--- src/rtl/mem_port_arbiter.sv ---
// mem_port_arbiter: shares one fixed-latency synchronous RAM between fetch (read) and MEM (read/write, 1 or 2 words).
// Optional macro ARB_FAIR_EN: alternate grant to IF after a MEM transaction when both are requesting.
module mem_port_arbiter #(
    parameter int ADDR_W  = 12,
    parameter int MEM_LAT = 1
) (
    input  logic              clk,
    input  logic              reset,
    input  logic              if_req,
    input  logic [ADDR_W-1:0] if_addr,
    output logic [15:0]       if_rdata,
    output logic              if_valid,
    input  logic              mem_req,
    input  logic              mem_we,
    input  logic              mem_double,
    input  logic [ADDR_W-1:0] mem_addr,
    input  logic [31:0]       mem_wdata,
    output logic [31:0]       mem_rdata,
    output logic              mem_done,
    output logic              stall_fetch,
    output logic              stall_mem,
    output logic              ram_en,
    output logic              ram_we,
    output logic [ADDR_W-1:0] ram_addr,
    output logic [15:0]       ram_wdata,
    input  logic [15:0]       ram_rdata
);
    typedef enum logic [1:0] {S_IDLE, S_ISSUE, S_WAIT, S_DONE} state_t;

    state_t            state_q;
    logic              own_mem_q, we_q, dbl_q, idx_q;
    logic [ADDR_W-1:0] addr_q;
    logic [31:0]       wdata_q;
    logic [2:0]        cnt_q;
    logic              grant_mem;

    assign stall_fetch = if_req & ~if_valid;
    assign stall_mem   = mem_req & ~mem_done;

`ifdef ARB_FAIR_EN
    logic last_mem_q;
    assign grant_mem = mem_req & ~(last_mem_q & if_req);
    always_ff @(posedge clk or negedge reset) begin
        if (!reset)
            last_mem_q <= 1'b0;
        else if (state_q == S_IDLE && (mem_req | if_req))
            last_mem_q <= grant_mem;
    end
`else
    assign grant_mem = mem_req;
`endif

    always_ff @(posedge clk or negedge reset) begin
        if (!reset) begin
            state_q   <= S_IDLE;
            own_mem_q <= 1'b0;
            we_q      <= 1'b0;
            dbl_q     <= 1'b0;
            idx_q     <= 1'b0;
            addr_q    <= '0;
            wdata_q   <= '0;
            cnt_q     <= '0;
            if_rdata  <= '0;
            if_valid  <= 1'b0;
            mem_rdata <= '0;
            mem_done  <= 1'b0;
            ram_en    <= 1'b0;
            ram_we    <= 1'b0;
            ram_addr  <= '0;
            ram_wdata <= '0;
        end else begin
            if_valid <= 1'b0;
            mem_done <= 1'b0;
            ram_en   <= 1'b0;
            ram_we   <= 1'b0;
            case (state_q)
                S_IDLE: if (mem_req | if_req) begin
                    own_mem_q <= grant_mem;
                    addr_q    <= grant_mem ? mem_addr : if_addr;
                    we_q      <= grant_mem & mem_we;
                    dbl_q     <= grant_mem & mem_double;
                    wdata_q   <= mem_wdata;
                    idx_q     <= 1'b0;
                    ram_en    <= 1'b1;
                    ram_we    <= grant_mem & mem_we;
                    ram_addr  <= grant_mem ? mem_addr : if_addr;
                    ram_wdata <= mem_wdata[15:0];
                    if (grant_mem) mem_rdata <= '0;
                    state_q   <= S_ISSUE;
                end
                S_ISSUE: begin
                    cnt_q   <= 3'(MEM_LAT);
                    state_q <= S_WAIT;
                end
                S_WAIT: begin
                    cnt_q <= cnt_q - 3'd1;
                    if (cnt_q == 3'd1) begin
                        if (!we_q && !own_mem_q) if_rdata <= ram_rdata;
                        if (!we_q && own_mem_q && !idx_q) mem_rdata[15:0] <= ram_rdata;
                        if (!we_q && own_mem_q && idx_q) mem_rdata[31:16] <= ram_rdata;
                        if (dbl_q && !idx_q) begin
                            idx_q     <= 1'b1;
                            ram_en    <= 1'b1;
                            ram_we    <= we_q;
                            ram_addr  <= addr_q + ADDR_W'(1);
                            ram_wdata <= wdata_q[31:16];
                            state_q   <= S_ISSUE;
                        end else begin
                            if_valid <= ~own_mem_q;
                            mem_done <= own_mem_q;
                            state_q  <= S_DONE;
                        end
                    end
                end
                default: state_q <= S_IDLE;
            endcase
        end
    end
endmodule

--- config.mk ---
export PLATFORM = sky130hd
export DESIGN_NAME = mem_port_arbiter
export DESIGN_NICKNAME = d
export VERILOG_FILES = /design/src/rtl/mem_port_arbiter.sv
export SDC_FILE = /design/constraint.sdc
export NUM_CORES = 1
export LEC_CHECK = 0
export BUFFER_PORTS_ARGS = -buffer_cell sky130_fd_sc_hd__buf_2
export CAP_MARGIN = 40
export CORE_ASPECT_RATIO = 1.25
export CORE_MARGIN = 2
export CORE_UTILIZATION = 49
export DETAILED_ROUTE_END_ITERATION = 6
export PLACE_DENSITY = 0.76
export REMOVE_ABC_BUFFERS = 1
export SLEW_MARGIN = 0
export SYNTH_ARGS = -nofsm -noshare
export SYNTH_HDL_FRONTEND = slang
export SYNTH_SLANG_ARGS = --single-unit
--- constraint.sdc ---
create_clock -name clk -period 2.1 [get_ports clk]
set_input_delay 0.21 -clock clk [delete_from_list [all_inputs] [get_ports clk]]
set_output_delay 0.21 -clock clk [all_outputs]
set_load 0.02 [all_outputs]
==> metrics.md, run 1 <==
| Metric | Value |
|---|---|
| Ys Warns | 0 |
| Clock latency at the later pin of the worst-skew pair | 0.40 ns |
| Via-to-Cell Ratio | 5.284 |
| Area Growth Syn to Fin | 31.80% |
| Final worst setup slack | 0.1185 ns |
| Post-synth EDFFs | 0 |
| Commonest cells post-synth | dfrtp_1 (117), nand2_1 (43), mux2_1 (39) |
| Num CTS Buffers | 17 |
| Cell area after synthesis | 5276 sq um |
| P_leak | 0.003500 uW |
| Primary FF master, synth | dfrtp_1 |
| Design area | 6954 sq um |
| Dpl ws | -0.05691 ns |
| CP Data Required Time | 2.39 ns |
| Tot Pwr | 12,410 uW |
| Clock Path Buffers | 2 |
| Peak supply drop | 874.3 uV |
| Final nets | 686 |
| Final hold violations | 0 |
| First-pass GRT wire length | 20,140 um |
| Worst Max-Slew Pin Slew | 0.5212 ns |
| Count leader, synth | dfrtp_1 |
| Vias in the first global route | 4,071 |
| Core Box Area | 10,560 sq um |
| Share of cells above drive strength 1 | 40.81% |
| Placed Area | 6255 sq um |
| Drt drc | 0 |
| Max Clock Skew | 0.007003 ns |
| FF-to-FF End | ram_addr[3]$_DFFE_PN0P_ |
| Clock Tree Root | clkbuf_16 |
| Min cycle time layout | 1.981 ns |
| Antenna viol nets, final | 0 |
| Hold Path Class | in2reg |
| Synth top area share | 55.49% |
| Worst-path clk slew | 0.05 ns |
| Number of cells on the worst reg-to-reg path | 5 |
| Hpwl dp | 8602 um |
| Hold path cells | 2 |
| GRT Total Usage | 21.76% |
| Element type at the critical path end | flop |
| Die footprint | 11,620 sq um |
| Largest net degree at the start of global routing | 55 |
| RSZ-0062 raised after global routing | no |
| Routed len/inst | 16.33 um |
| Slew HR | 65.25% |
| CP Class | reg2reg |
| Worst EP arrival | 2.27 ns |
| FF+latch count, synth | 117 |
| Initial Util | 49.95% |
| Synth async-reset ratio | 100.0% |
| Register Area | 2928 sq um |
| Die span in y | 120.0 um |
| Initial antenna violation count | 0 |
| Startpoint types | flop |
| DR pass1 iterations | 6 |
| Status | finished, final reports clean |
| Mapped Cells | 428 |
| Final Max Slew Viols | 0 |
| Seq/Total Area, Yosys | 55.49% |
| Tcrit/Tclk final | 94.36% |
| Final WL | 12,200 um |
| CTS tree | yes |
| Total of max-cap violations | 0 |
| Die Wd | 96.82 um |
| ANT cells | 0 |
| Vias | 3,947 |
| Clock Sinks | 117 |
| PortBufs | 159 |
| Total grt overflow | 0 |
| RR Startpoint | state_q[0]$_DFFE_PN0P_ |
| Footprint of the multi-input gates | 2261 sq um |
| I/O Pins | 160 |
| Post-synth cell types | 49 |
| Final setup viols | 0 |
| Max Fclk | 504.7 MHz |
| H-tree lvl count | 4 |
| Average size of a mapped cell | 12.33 sq um |
| Synth area leader | dfrtp_1 |
| Initial DRC Count | 185 |
| Filler cells | 818 |
| Placer congestion estimate | 0.7917 |
| HP Start | ram_rdata[12] |
| Hold Crit Endpoint | if_rdata[12]$_DFFE_PN0P_ |
| Pwr per Cell Area | 1784 nW/um^2 |
| R2R Setup Slk | 0.12 ns |
| Fin util | 65.84% |
| Maximum fanout along the worst path | 10 |
| Row count | 42 |
| Largest cells by area after synthesis | dfrtp_1 (55%), mux2_1 (8.3%), mux2i_1 (5.9%), mux2_2 (4.9%), o21ai_1 (3.1%) |
worst max-delay path by stage:
stage / depth (start not counted) / to / from
floorplan: 6 / ram_addr[7]$_DFFE_PN0P_ / state_q[0]$_DFFE_PN0P_
global placement: 5 / mem_rdata[18]$_DFFE_PN0P_ / state_q[0]$_DFFE_PN0P_
detailed placement: 5 / mem_rdata[26]$_DFFE_PN0P_ / state_q[0]$_DFFE_PN0P_
CTS: 5 / mem_rdata[22]$_DFFE_PN0P_ / state_q[0]$_DFFE_PN0P_
global route: 5 / ram_addr[3]$_DFFE_PN0P_ / state_q[0]$_DFFE_PN0P_
finish: 5 / ram_addr[3]$_DFFE_PN0P_ / state_q[0]$_DFFE_PN0P_
layer usage:
layer / track usage, % / part of all wire (%)
met5: 0 / 0
met4: 7.835 / 1.5
met3: 7.164 / 6.4
met2: 35.37 / 49
met1: 27.33 / 43
through the flow:
stage          hold WS, ns  std cells  setup TNS, ns
2_1_floorplan     -0.08559        404         -91.76
3_3_place_gp        0.1296        712              0
3_5_place_dp        0.1393        712         -1.192
4_1_cts            0.01741        744         -1.814
5_1_grt            0.01645        747              0
6_report           0.03026        747              0
flip-flops by register name, indices dropped and copies added (netlist names), 2 cells and up:
register   flops
state_q        2
if_rdata      16
ram_wdata     16
wdata_q       16
addr_q        12
cnt_q          3
ram_addr      12
mem_rdata     32
layout by cell type (no fill, tap or decap), drive strengths merged, types with 3 or more instances in the layout:
cell	instances
a22o	3
nand2b	3
buf	178
clkinvlp	3
nor2	7
nand3	9
ha	5
nor2b	3
a21oi	8
clkbuf	22
nand3b	3
bufinv	4
or3	3
inv	7
mux2	72
and2	17
o21ai	46
dfrtp	117
mux2i	31
nand2	44
cell type report:
type | instances | share of cell area (%)
Tap cell | 132 | 2.375
Timing Repair Buffer | 179 | 13.91
Clock buffer | 22 | 6.531
Clock inverter | 9 | 2.195
Multi-Input combinational cell | 281 | 32.51
Inverter | 7 | 0.3778
Sequential cell | 117 | 42.10
report_power, final:
part	switching (uW)	internal, uW	leakage, uW	total, uW
Sequential	692	3370	0.00146	4060
Clock	965	2000	0.000286	2970
Combinational	3100	2280	0.00175	5380
worst max-delay path, cell delays in order, from the launching register on:
cell	delay, ns
dfrtp_1	0.41
inv_2	0.13
ha_4	0.23
nand3b_1	0.17
a221oi_4	0.52
mux2_2	0.39
what timing repair did:
item                                    4_1_cts  5_1_grt
endpoints found under the setup margin       32       67
cloned                                        0        1
buffers inserted                              0        2
endpoints found under the hold margin        21        0
resized for setup                             0       10
hold buffers                                  1        0
cells by family (layout without fill, tap and decap cells):
| kind of cell | Yosys count | in the layout | synth area share (%) |
|---|---|---|---|
| AO/OA/AOI/OAI | 68 | 69 | 7.968 |
| flip-flops | 117 | 117 | 55.49 |
| buffers and inverters | 31 | 217 | 3.130 |
| adder cells (fa/ha/maj) | 5 | 5 | 1.186 |
| multiplexers | 103 | 103 | 21.96 |
| AND/OR/NAND/NOR | 100 | 100 | 9.604 |
| XOR/XNOR | 4 | 4 | 0.6641 |
(Power assumes the default switching activity.)
==> run 2: changes to the inputs <==
--- a/config.mk
+++ b/config.mk
@@ -8,7 +8,7 @@
 export BUFFER_PORTS_ARGS = -buffer_cell sky130_fd_sc_hd__buf_2
 export CAP_MARGIN = 40
 export CORE_ASPECT_RATIO = 1.25
-export CORE_MARGIN = 2
+export CORE_MARGIN = 10
 export CORE_UTILIZATION = 49
 export DETAILED_ROUTE_END_ITERATION = 6
 export PLACE_DENSITY = 0.76
==> metrics.md, run 2 (same netlist as run 1, synthesis figures left out) <==
| Metric | Value |
|---|---|
| Status | finished, final reports clean |
| Placed insts | 711 (-0.14%) |
| GRT Total Usage | 17.58% (-4.2 points) |
| Final Max Slew Viols | 0 (unchanged) |
| Drt drc | 0 (unchanged) |
| Die Wd | 112.8 um (+17%) |
| Die span in y | 136.0 um (+13%) |
| Vias | 3,923 (-0.61%) |
| Row count | 42 (unchanged) |
| R2R Setup Slk | 0.14 ns (+0.02 ns) |
| I/O Pins | 160 (unchanged) |
| Placed Area | 6275 sq um (+0.32%) |
| Largest register FFs | 32 (unchanged) |
| Hpwl dp | 9860 um (+15%) |
| Peak supply drop | 756.2 uV (-14%) |
| Die footprint | 15,340 sq um (+32%) |
| Clock Tree Root | clkbuf_16 |
| Fin util | 66.18% (+0.34 points) |
| Core Box Area | 10,560 sq um (unchanged) |
| CP Data Required Time | 2.39 ns (about the same) |
| Routed len/inst | 17.63 um (+8.0%) |
| Via-to-Cell Ratio | 5.266 (-0.34%) |
| Vias in the first global route | 4,426 (+8.7%) |
| PortBufs | 159 (unchanged) |
| Final hold violations | 0 (unchanged) |
| Clock Path Buffers | 2 (unchanged) |
| Filler cells | 816 (-0.24%) |
| Clock Sinks | 117 (unchanged) |
| Most common cell after layout, fill and taps aside | buf_2 |
| Total of max-cap violations | 0 (unchanged) |
| Fin cells | 745 (-0.27%) |
| DR pass1 iterations | 4 (-2) |
| Area Growth Syn to Fin | 32.49% |
| P_leak | 0.003535 uW (+0.99%) |
| Num CTS Buffers | 17 (unchanged) |
| ANT cells | 0 (unchanged) |
| Final nets | 684 (-0.29%) |
| Slew HR | 64.47% (-0.78 points) |
| Worst EP arrival | 2.25 ns (-0.02 ns) |
| Initial antenna violation count | 3 (+3) |
| CTS tree | yes |
| Share of cells above drive strength 1 | 41.11% (+0.30 points) |
| Final setup viols | 0 (unchanged) |
| First-pass GRT wire length | 22,050 um (+9.5%) |
| Hold Path Class | in2reg |
| Largest net degree at the start of global routing | 64 (+16%) |
| H-tree lvl count | 4 (unchanged) |
| Antenna viol nets, final | 0 (unchanged) |
| Pwr per Cell Area | 1793 nW/um^2 (+0.51%) |
| Tcrit/Tclk final | 93.36% (-1.0 points) |
| Max Clock Skew | 0.007179 ns (+0.0001760 ns) |
| Final WL | 13,130 um (+7.7%) |
| Element type at the critical path end | flop |
| Most frequent cells in the layout | buf_2 (158), dfrtp_1 (117), nand2_1 (43) |
| Reg with most FFs | mem_rdata |
| Total grt overflow | 0 (unchanged) |
| Clock latency at the later pin of the worst-skew pair | 0.41 ns (about the same) |
| Worst Max-Slew Pin Slew | 0.5329 ns (+0.01171 ns) |
| Worst-path clk slew | 0.05 ns (about the same) |
| Initial DRC Count | 175 (-5.4%) |
| Startpoint types | flop |
| CP Class | reg2reg |
| Min cycle time layout | 1.960 ns (-0.02103 ns) |
| Placer congestion estimate | 0.7965 (+0.61%) |
| Maximum fanout along the worst path | 7 (-3) |
| Design area | 6990 sq um (+0.52%) |
| Initial Util | 49.95% (unchanged) |
| Max Fclk | 510.1 MHz (+1.1%) |
## run 2: cell count changes in the layout (fill, tap and decap cells not counted), sizes merged
cell      before  now
buf          178  176
clkbuf        22   24
clkinvlp       3    2
o21ai         46   45
## run 2: routing by layer
metal | global-route usage [%] | up-vias | part of all wire [%]
li1 | - | 1850 | -
met1 | 20.58 | 1887 | 42
met2 | 27.92 | 156 | 47
met3 | 8.025 | 24 | 10
met4 | 6.144 | 6 | 1.2
met5 | 0 | - | 0.28
## run 2: report_power, final
group	switching [uW]	leakage, uW	internal [uW]
logic	3080	0.00176	2310
registers	677	0.00146	3370
clock network	963	0.000311	2130
total	4730	0.00353	7810
## run 2: stage by stage
stage	hold WS, ns	setup TNS (ns)	worst slack [ns]	total power (uW)
2_1_floorplan	-0.08559	-91.76	-1.398	7457
3_3_place_gp	0.1228	0	0.07761	9059
3_5_place_dp	0.1356	0	0.002997	9398
4_1_cts	0.01393	-0.02478	-0.01322	12560
5_1_grt	0.01952	-0.01548	-0.006707	13410
6_report	0.02289	0	0.1395	12540
## run 2: timing repair
item / 4_1_cts / 5_1_grt
buffers inserted: 0 / 1
hold endpoints to repair: 22 / 0
cloned: 0 / 1
resized for setup: 0 / 7
setup endpoints to repair: 3 / 44
hold buffers: 1 / 0
## run 2: path summary, 6_finish.rpt
kind | from | to | cells past startpoint
min reg2reg | ram_addr[0]$_DFFE_PN0P_ | ram_addr[0]$_DFFE_PN0P_ | 1
max reg2reg | state_q[1]$_DFFE_PN0P_ | mem_rdata[24]$_DFFE_PN0P_ | 8
min in group asynchronous | reset | mem_rdata[10]$_DFFE_PN0P_ | 2
min | ram_rdata[1] | if_rdata[1]$_DFFE_PN0P_ | 2
max | state_q[1]$_DFFE_PN0P_ | mem_rdata[24]$_DFFE_PN0P_ | 8
max in group asynchronous | reset | state_q[0]$_DFFE_PN0P_ | 3
## run 2: cell type report
type                            instances  area (sq um)  area share, %
Sequential cell                       117          2928          41.88
Multi-Input combinational cell        280          2223          31.81
Timing Repair Buffer                  178          1005          14.37
Clock buffer                           23         498.0          7.124
Tap cell                              132         165.2          2.363
Clock inverter                          8         145.1          2.076
Inverter                                7         26.28         0.3759
## run 2: critical path: stages, from the launching register on
cell and delay (ns):
dfrtp_1 0.41, inv_1 0.11, ha_2 0.21, buf_4 0.17, mux2i_1 0.09, a21oi_2 0.23
o21ai_4 0.12, clkbuf_16 0.18, mux2_1 0.31
==> run 3: changes to the inputs <==
--- a/config.mk
+++ b/config.mk
@@ -11,6 +11,7 @@
 export CORE_MARGIN = 10
 export CORE_UTILIZATION = 49
 export DETAILED_ROUTE_END_ITERATION = 6
+export HOLD_SLACK_MARGIN = 0.03
 export PLACE_DENSITY = 0.76
 export REMOVE_ABC_BUFFERS = 1
 export SLEW_MARGIN = 0
==> metrics.md, run 3 (same netlist as run 1, synthesis figures left out) <==
| Metric | Value |
|---|---|
| Maximum fanout along the worst path | 7 (unchanged) |
| Worst EP arrival | 2.24 ns (about the same) |
| Fin cells | 764 (+2.6%) |
| Startpoint types | flop |
| CP Class | reg2reg |
| Largest net degree at the start of global routing | 64 (unchanged) |
| Clock Path Buffers | 2 (unchanged) |
| Clock Sinks | 117 (unchanged) |
| Via-to-Cell Ratio | 5.228 (-0.72%) |
| PortBufs | 159 (unchanged) |
| Die span in y | 136.0 um (unchanged) |
| I/O Pins | 160 (unchanged) |
| Max Fclk | 511.6 MHz (+0.30%) |
| Reg with most FFs | mem_rdata |
| Initial antenna violation count | 3 (unchanged) |
| P_leak | 0.003614 uW (+2.2%) |
| Share of cells above drive strength 1 | 39.87% (-1.2 points) |
| R2R Setup Slk | 0.15 ns (about the same) |
| Die Wd | 112.8 um (unchanged) |
| Element type at the critical path end | flop |
| Most frequent cells in the layout | buf_2 (158), dfrtp_1 (117), nand2_1 (43) |
| Placer congestion estimate | 0.7965 (unchanged) |
| Final Max Slew Viols | 0 (unchanged) |
| Min cycle time layout | 1.955 ns (-0.005892 ns) |
| Tcrit/Tclk final | 93.08% (-0.28 points) |
| Max Clock Skew | 0.007350 ns (+0.0001718 ns) |
| Die footprint | 15,340 sq um (unchanged) |
| Routed len/inst | 17.71 um (+0.43%) |
| Vias | 3,994 (+1.8%) |
| H-tree lvl count | 4 (unchanged) |
| FF-to-FF End | mem_rdata[24]$_DFFE_PN0P_ |
| First-pass GRT wire length | 22,690 um (+2.9%) |
| CTS tree | yes |
| CP Data Required Time | 2.39 ns (about the same) |
| HP Start | ram_rdata[14] |
| Number of cells on the worst reg-to-reg path | 8 (unchanged) |
| Min Hold Slack | 0.04389 ns (+0.02100 ns) |
| Final hold violations | 0 (unchanged) |
| RR Startpoint | state_q[1]$_DFFE_PN0P_ |
| Worst Max-Slew Pin Slew | 0.5243 ns (-0.008557 ns) |
| Most common cell after layout, fill and taps aside | buf_2 |
| Core Box Area | 10,560 sq um (unchanged) |
| Final TNS setup | 0 ns (unchanged) |
| Clock Tree Root | clkbuf_16 |
| Final WL | 13,530 um (+3.0%) |
| Tot Pwr | 12,570 uW (+0.31%) |
| Row count | 42 (unchanged) |
| Hold path cells | 2 (unchanged) |
| Hold Path Class | in2reg |
| Final setup viols | 0 (unchanged) |
| Worst-path clk slew | 0.05 ns (about the same) |
| Hpwl dp | 9860 um (unchanged) |
| Num CTS Buffers | 17 (unchanged) |
| Clock latency at the later pin of the worst-skew pair | 0.41 ns (about the same) |
| Final nets | 703 (+2.8%) |
| Peak supply drop | 767.1 uV (+1.4%) |
| ANT cells | 0 (unchanged) |
| Area Growth Syn to Fin | 36.09% |
| Hold Crit Endpoint | if_rdata[14]$_DFFE_PN0P_ |
| Total of max-cap violations | 0 (unchanged) |
| Slew HR | 65.04% (+0.57 points) |
| Drt drc | 0 (unchanged) |
| Pwr per Cell Area | 1751 nW/um^2 (-2.3%) |
| Largest register FFs | 32 (unchanged) |
| Status | finished, final reports clean |
| DR pass1 iterations | 4 (unchanged) |
| Total grt overflow | 0 (unchanged) |
| Initial DRC Count | 166 (-5.1%) |
| Initial Util | 49.95% (unchanged) |
| Filler cells | 786 (-3.7%) |
| Placed insts | 711 (unchanged) |
| Antenna viol nets, final | 0 (unchanged) |
| Vias in the first global route | 4,519 (+2.1%) |
| GRT Total Usage | 18.12% (+0.54 points) |
## run 3: changes by cell type in the layout (fill, tap and decap cells not counted)
cell	before	now
dlygate4sd3_1	1	20
## run 3: repair_timing
action                     CTS  global route
setup buffers                0             1
hold endpoints to repair    41             0
hold buffers                20             0
setup endpoints to repair    3            44
gates cloned                 0             1
resized for setup            0             7
## run 3: worst max-delay path: stages, from the launching register on
cell	delay, ns
dfrtp_1	0.41
inv_1	0.11
ha_2	0.21
buf_4	0.17
mux2i_1	0.09
a21oi_2	0.23
o21ai_4	0.12
clkbuf_16	0.18
mux2_1	0.31
## run 3: stage by stage
| step | utilization (%) | worst slack (ns) | area, sq um |
|---|---|---|---|
| after floorplan | - | -1.398 | 5137 |
| after global placement | 59.00 | 0.07761 | 6232 |
| after detailed placement | 59.41 | 0.002997 | 6275 |
| after CTS | 67.39 | -0.01322 | 7118 |
| after global routing | 67.98 | -0.006350 | 7181 |
| final | 67.98 | 0.1454 | 7181 |
## run 3: worst max-delay path by stage
stage                                start                   endpoint  slack (ns)
floorplan           state_q[0]$_DFFE_PN0P_    ram_addr[7]$_DFFE_PN0P_       -1.40
global placement    state_q[0]$_DFFE_PN0P_  mem_rdata[26]$_DFFE_PN0P_        0.08
detailed placement  state_q[0]$_DFFE_PN0P_   mem_rdata[2]$_DFFE_PN0P_       0.003
CTS                 state_q[0]$_DFFE_PN0P_  mem_rdata[14]$_DFFE_PN0P_       -0.01
global route        state_q[1]$_DFFE_PN0P_  ram_wdata[15]$_DFFE_PN0P_      -0.006
finish              state_q[1]$_DFFE_PN0P_  mem_rdata[24]$_DFFE_PN0P_        0.15
## run 3: layout make-up
| type | instances | area [sq um] | share of cell area [%] |
|---|---|---|---|
| flip-flops and latches | 117 | 2928 | 40.77 |
| multi-input cells | 280 | 2223 | 30.96 |
| repair buffers | 197 | 1195 | 16.64 |
| clock buffers | 23 | 498.0 | 6.935 |
| well taps | 132 | 165.2 | 2.300 |
| clock inverters | 8 | 145.1 | 2.021 |
| inverters | 7 | 26.28 | 0.3659 |
## run 3: layer usage
| metal | global-route usage, % | up-vias | part of all wire (%) |
|---|---|---|---|
| li1 | - | 1890 | - |
| met5 | 0 | - | 0.27 |
| met4 | 6.144 | 6 | 0.83 |
| met2 | 28.97 | 146 | 48 |
| met1 | 21.10 | 1933 | 41 |
| met3 | 8.289 | 19 | 9.8 |
## run 3: power breakdown
part	internal [uW]	switching [uW]	total, uW
sequential	3370	682	4050
combinational	2340	3090	5430
clock	2130	964	3090
total	7830	4740	12600
